**src/rtl/modn_pkg.sv**
```systemverilog
// Shared definitions for the modulo-N counter family: width limit,
// a constant-evaluable ceil(log2) helper and the count direction encoding.
package modn_pkg;

  // Widest counter the family supports.
  localparam int MODN_MAX_WIDTH = 16;

  // Count direction as presented on the up input.
  typedef enum logic {
    DIR_DOWN = 1'b0,
    DIR_UP   = 1'b1
  } dir_t;

  // Number of bits needed to hold values 0..value-1 (0 for value <= 1).
  function automatic int clog2(input int unsigned value);
    int          bits;
    int unsigned rem;
    bits = 0;
    rem  = (value > 0) ? value - 1 : 0;
    while (rem > 0) begin
      bits++;
      rem = rem >> 1;
    end
    return bits;
  endfunction

endpackage

```
**src/rtl/modn_next.sv**
```systemverilog
// Next-state logic for modn_counter: resolves clear/load/count priority,
// clamps out-of-range loads and detects wrap in either direction.
// Arithmetic is carried one bit wider than the count so that the wrap
// detection also covers MODULUS == 2**WIDTH (plain binary overflow).
module modn_next
  import modn_pkg::*;
#(
  parameter int WIDTH   = 3,
  parameter int MODULUS = 6
) (
  input  logic [WIDTH-1:0] y,
  input  logic             en,
  input  logic             up,
  input  logic             ld,
  input  logic             sclr,
  input  logic [WIDTH-1:0] d,
  output logic [WIDTH-1:0] y_nxt,
  output logic             wrap_evt,
  output logic             wrap_clr,
  output logic             tc
);

  // Modulus and last legal count, held at WIDTH+1 bits so 2**WIDTH fits.
  localparam logic [WIDTH:0] MOD_W = (WIDTH+1)'(MODULUS);
  localparam logic [WIDTH:0] LAST  = (WIDTH+1)'(MODULUS - 1);

  logic [WIDTH:0] y_ext;
  logic [WIDTH:0] up_step;
  logic [WIDTH:0] dn_step;
  logic           at_top;
  logic           at_zero;
  logic           is_up;
  logic [WIDTH-1:0] ld_val;
  dir_t           dir;

  assign dir     = dir_t'(up);
  assign is_up   = (dir == DIR_UP);
  assign y_ext   = {1'b0, y};
  assign up_step = y_ext + 1'b1;
  assign dn_step = y_ext - 1'b1;
  // Stepping up lands exactly on MODULUS only from the last count;
  // stepping down borrows into the extra bit only from zero.
  assign at_top  = (up_step == MOD_W);
  assign at_zero = dn_step[WIDTH];
  // Loads at or beyond the modulus saturate to the last legal count.
  assign ld_val  = ({1'b0, d} < MOD_W) ? d : LAST[WIDTH-1:0];

  // Priority: clear > load > count > hold.
  always_comb begin
    // NOTE: every output of this block gets a default first, so no path
    // leaves a value unassigned and no latch is inferred.
    y_nxt    = y;
    wrap_evt = 1'b0;
    wrap_clr = 1'b0;
    if (sclr) begin
      y_nxt    = '0;
      wrap_clr = 1'b1;
    end else if (ld) begin
      y_nxt    = ld_val;
      wrap_clr = 1'b1;
    end else if (en) begin
      if (is_up) begin
        if (at_top) begin
          y_nxt    = '0;
          wrap_evt = 1'b1;
        end else begin
          y_nxt = up_step[WIDTH-1:0];
        end
      end else begin
        if (at_zero) begin
          y_nxt    = LAST[WIDTH-1:0];
          wrap_evt = 1'b1;
        end else begin
          y_nxt = dn_step[WIDTH-1:0];
        end
      end
    end
  end

  // Terminal count: high in the cycle whose edge will wrap, so it can
  // serve directly as the enable of a following stage.
  assign tc = en & ~sclr & ~ld & ((is_up & at_top) | (~is_up & at_zero));

endmodule

```
**src/rtl/modn_counter.sv**
```systemverilog
// Parametrised synchronous modulo-N counter with enable, up/down,
// clamped parallel load, synchronous clear, terminal count and a
// sticky wrap flag. Only the count and flag registers live here.
module modn_counter
  import modn_pkg::*;
#(
  parameter int WIDTH   = 3,
  parameter int MODULUS = 6
) (
  input  logic             clk,
  input  logic             rn,
  input  logic             sclr,
  input  logic             ld,
  input  logic [WIDTH-1:0] d,
  input  logic             en,
  input  logic             up,
  output logic [WIDTH-1:0] y,
  output logic             tc,
  output logic             wrap
);

  // Reject configurations whose range cannot be represented.
  if (WIDTH < 1 || WIDTH > MODN_MAX_WIDTH || MODULUS < 2 ||
      clog2(MODULUS) > WIDTH) begin : g_bad_params
    $error("modn_counter: illegal WIDTH=%0d / MODULUS=%0d", WIDTH, MODULUS);
  end

  logic [WIDTH-1:0] y_nxt;
  logic             wrap_evt;
  logic             wrap_clr;
  logic             tc_raw;

  modn_next #(
    .WIDTH   (WIDTH),
    .MODULUS (MODULUS)
  ) u_next (
    .y        (y),
    .en       (en),
    .up       (up),
    .ld       (ld),
    .sclr     (sclr),
    .d        (d),
    .y_nxt    (y_nxt),
    .wrap_evt (wrap_evt),
    .wrap_clr (wrap_clr),
    .tc       (tc_raw)
  );

  // Count and sticky wrap registers, cleared asynchronously by rn.
  always_ff @(posedge clk or negedge rn) begin
    // NOTE: both state registers are small flops, so each gets an explicit
    // reset value; non-blocking assignments keep every register sampling
    // the pre-edge values regardless of statement order.
    if (!rn) begin
      y    <= '0;
      wrap <= 1'b0;
    end else begin
      y    <= y_nxt;
      wrap <= wrap_clr ? 1'b0 : (wrap | wrap_evt);
    end
  end

  // Terminal count is suppressed while reset is held.
  assign tc = rn & tc_raw;

endmodule
```
**config.mk**
```make
export PLATFORM = sky130hd
export DESIGN_NAME = modn_counter
export DESIGN_NICKNAME = d
export VERILOG_FILES = /design/src/rtl/modn_pkg.sv /design/src/rtl/modn_next.sv /design/src/rtl/modn_counter.sv
export SDC_FILE = /design/constraint.sdc
export NUM_CORES = 1
export LEC_CHECK = 0
export ABC_AREA = 0
export CORE_AREA = 2 2 39 41
export CTS_CLUSTER_DIAMETER = 30
export DETAILED_ROUTE_END_ITERATION = 7
export DIE_AREA = 0 0 41 43
export GPL_TIMING_DRIVEN = 0
export PLACE_DENSITY = 0.72
export SLEW_MARGIN = 20
export SYNTH_ARGS = -nofsm -noshare
export SYNTH_HDL_FRONTEND = slang
export SYNTH_SLANG_ARGS = --single-unit
```
**constraint.sdc**
```tcl
create_clock -name clk -period 1.4 [get_ports clk]
set_input_delay 0.28 -clock clk [delete_from_list [all_inputs] [get_ports clk]]
set_output_delay 0.28 -clock clk [all_outputs]
set_load 0.02 [all_outputs]
```
==> run_results.csv <==
group,metric,value,unit
synth,ys_seq_elements,4,
synth,yosysWarnings,0,
synth,yosysMostFrequentCell,"inv_1",
grt,grt.overflow.total,0,
grt,grt_antenna_before_repair,0,
grt,grt_usage,0.166,
sta,finalClockSkew,0.0126,ns
synth,synth_area_per_cell,8.88,sq um
flow_run,drv_cap,0,
place,dpl_cell_area,614,sq um
cells_and_area,antenna_cells,0,
floorplanning,die_y,43,um
critical_path,worstSetupEndpointType,"primary output",
detailed_routing,route.detailed.drc,0,
place,dp_slack,-0.979,ns
detailed_routing,wl_met1,561,um
detailed_routing,vias_per_cell,5.28,
critical_path,required,1.12,ns
clock_tree,cts_tree,"built",
critical_path,crit_path_start_kind,"register",
clock_tree,cts_buffers,3,
cells_and_area,nets,92,
detailed_routing,num_vias,496,
outcome,status,"finished with violations",
pwr,p_leak,0.356,nW
pwr,peakVddDrop,0.636,mV
clock_tree,cts_buffer_depth,2,
synth,synth_edf_count,0,
critical_path,reg2reg_depth,9,
detailed_routing,drt_iter0_markers,2,
outcome,violations,"negative setup slack",
synth,netlist_top_cells_count,"5 x inv_1, 4 x dfrtp_1",
cells_and_area,fill_cells,129,
sta,maxSlewViolCount,0,
critical_path,r2r-start,"y[1]$_DFFE_PN0P_",
sta,finalSetupTns,-0.821,ns
clock_tree,h-tree-depth,1,
sta,max_slew.worst_pin.slew,0.269,ns
grt,grt_pass1_vias,463,
sta,fin_crit_sh,1.31,
clock_tree,clock_latency,0.24,ns
clock_tree,cts_sinks,4,
sta,slew_headroom,0.819,
pwr,p_per_area,636,nW/um^2
critical_path,path_max_fanout,5,
synth,ys_types,32,
floorplanning,die_w,41,um
synth,yosysSeqAreaShare,0.221,
floorplanning,ioPinCount,14,
cells_and_area,drive_gt1_frac,0.462,
sta,grt_setup_unrepaired,"yes",
sta,finalHoldViolCount,0,
synth,syn_nets,63,
cells_and_area,regArea,103,sq um
floorplanning,initial_core_util,0.327,
min_path,hold_path_class,"input port to async pin",
synth,synth_flop_cell,"dfrtp_1",
place,portBuffers,11,
detailed_routing,wl_met2,623,um
sta,fmax,546,MHz
synth,synth_top_area_share,0.221,
detailed_routing,ant_nets,0,
clock_tree,cts_root_buffer,"clkbuf_4",
sta,setup_viol,5,
synth,syn_area,453,sq um
detailed_routing,wirelength,1.25,mm
cells_and_area,synthToLayoutAreaGrowth,66.6,%
detailed_routing,met3_length,61,um
sta,period_needed,1.83,ns
place,place.gp.congestion,0.780,
synth,synth_area_leaders,"dfrtp_1 22%, ha_1 8.3%, buf_6 5.0%",
detailed_routing,drt_first_pass_iters,4,
grt,grt_max_degree,11,
floorplanning,core,1380,sq um
floorplanning,core.rowCount,14,
clock_tree,clk_pin_slew,0.04,ns
critical_path,r2r_slack,-0.24,ns
critical_path,arrival,1.55,ns
critical_path,path_class,"register to primary output",
grt,grt_pass1_wl,1.98,mm
critical_path,r2r_end,"wrap$_DFF_PN0_",
detailed_routing,routed.top_layer,"met3",
place,hpwlAfterDp,787,um
floorplanning,die_area,1760,sq um
sta,setup_slack,-0.432,ns
cells_and_area,multi_input_area,355,sq um
detailed_routing,wl_per_cell,13.3,um
cells_and_area,post-route-util,0.545,
synth,synthCells,51,
cells_and_area,stdcell_area,754,sq um
synth,synthArstFlopShare,1.00,
synth,yosys.area.top_type,"dfrtp_1",
## worst max-delay path by stage
stage,startpoint,endpoint,depth (start not counted)
2_1_floorplan,y[0]$_DFFE_PN0P_,tc,4
3_3_place_gp,sclr,tc,5
3_5_place_dp,sclr,tc,5
4_1_cts,y[0]$_DFFE_PN0P_,tc,5
5_1_grt,y[0]$_DFFE_PN0P_,tc,5
6_report,y[1]$_DFFE_PN0P_,tc,5
## repair_timing
action / in CTS / in global routing
gates resized for setup: 19 / 7
setup buffers: 15 / 0
pin swaps: 7 / 1
setup endpoints to repair: 7 / 7
hold buffers: 0 / 0
## power breakdown
group / switching [W] / total (W) / internal, W
Combinational: 0.0000935 / 0.000192 / 0.0000989
Clock: 0.0000525 / 0.000149 / 0.0000962
Sequential: 0.0000133 / 0.000138 / 0.000125
## registers in the layout, indices dropped and copies added, names as in the netlist
register / flops
wrap: 1
y: 3
## worst max-delay path, cell delays in order (launching register included)
cell	delay, ns
dfrtp_2	0.45
ha_4	0.19
and2b_2	0.21
o2111ai_2	0.22
a21boi_2	0.09
buf_6	0.14
## cell type report
class,count,area share
sequential,4,0.136
multi-input combinational,39,0.471
inverter,5,0.0249
tap,16,0.0265
clock buffer,3,0.0299
buffer,3,0.0398
timing repair buffer,24,0.272
## routing by layer
metal  vias up  GRT usage
li1        250          -
met1       232      0.203
met2        14      0.275
met3         0     0.0628
met4         0     0.0200
met5         -          0
## cell families after synthesis
| logic type | after synthesis | share of synthesized area |
|---|---|---|
| AOI/OAI and AO/OA | 18 | 0.312 |
| adders and majority gates | 3 | 0.0829 |
| buffers and inverters | 8 | 0.108 |
| xor gates and xnor gates | 1 | 0.0193 |
| and+or+nand+nor | 17 | 0.257 |
| DFF | 4 | 0.221 |
## layout by cell type (no fill, tap or decap), drive strengths merged, types with 3 or more instances in the layout
master and instances:
ha 3, clkbuf 3, buf 19, inv 5, nor3 3, a21oi 3
dfrtp 4, nor2 3, dlygate4sd2 4, clkdlybuf4s50 4
## through the flow
step           total power, W  cells  hold WS (ns)
6_report             0.000479     94         0.249
5_1_grt              0.000517     94         0.263
4_1_cts              0.000479     94         0.249
3_5_place_dp         0.000304     78         0.494
3_3_place_gp         0.000300     78         0.493
2_1_floorplan        0.000244     51       -0.0156
Note: power is estimated with default switching activity, not from simulation.
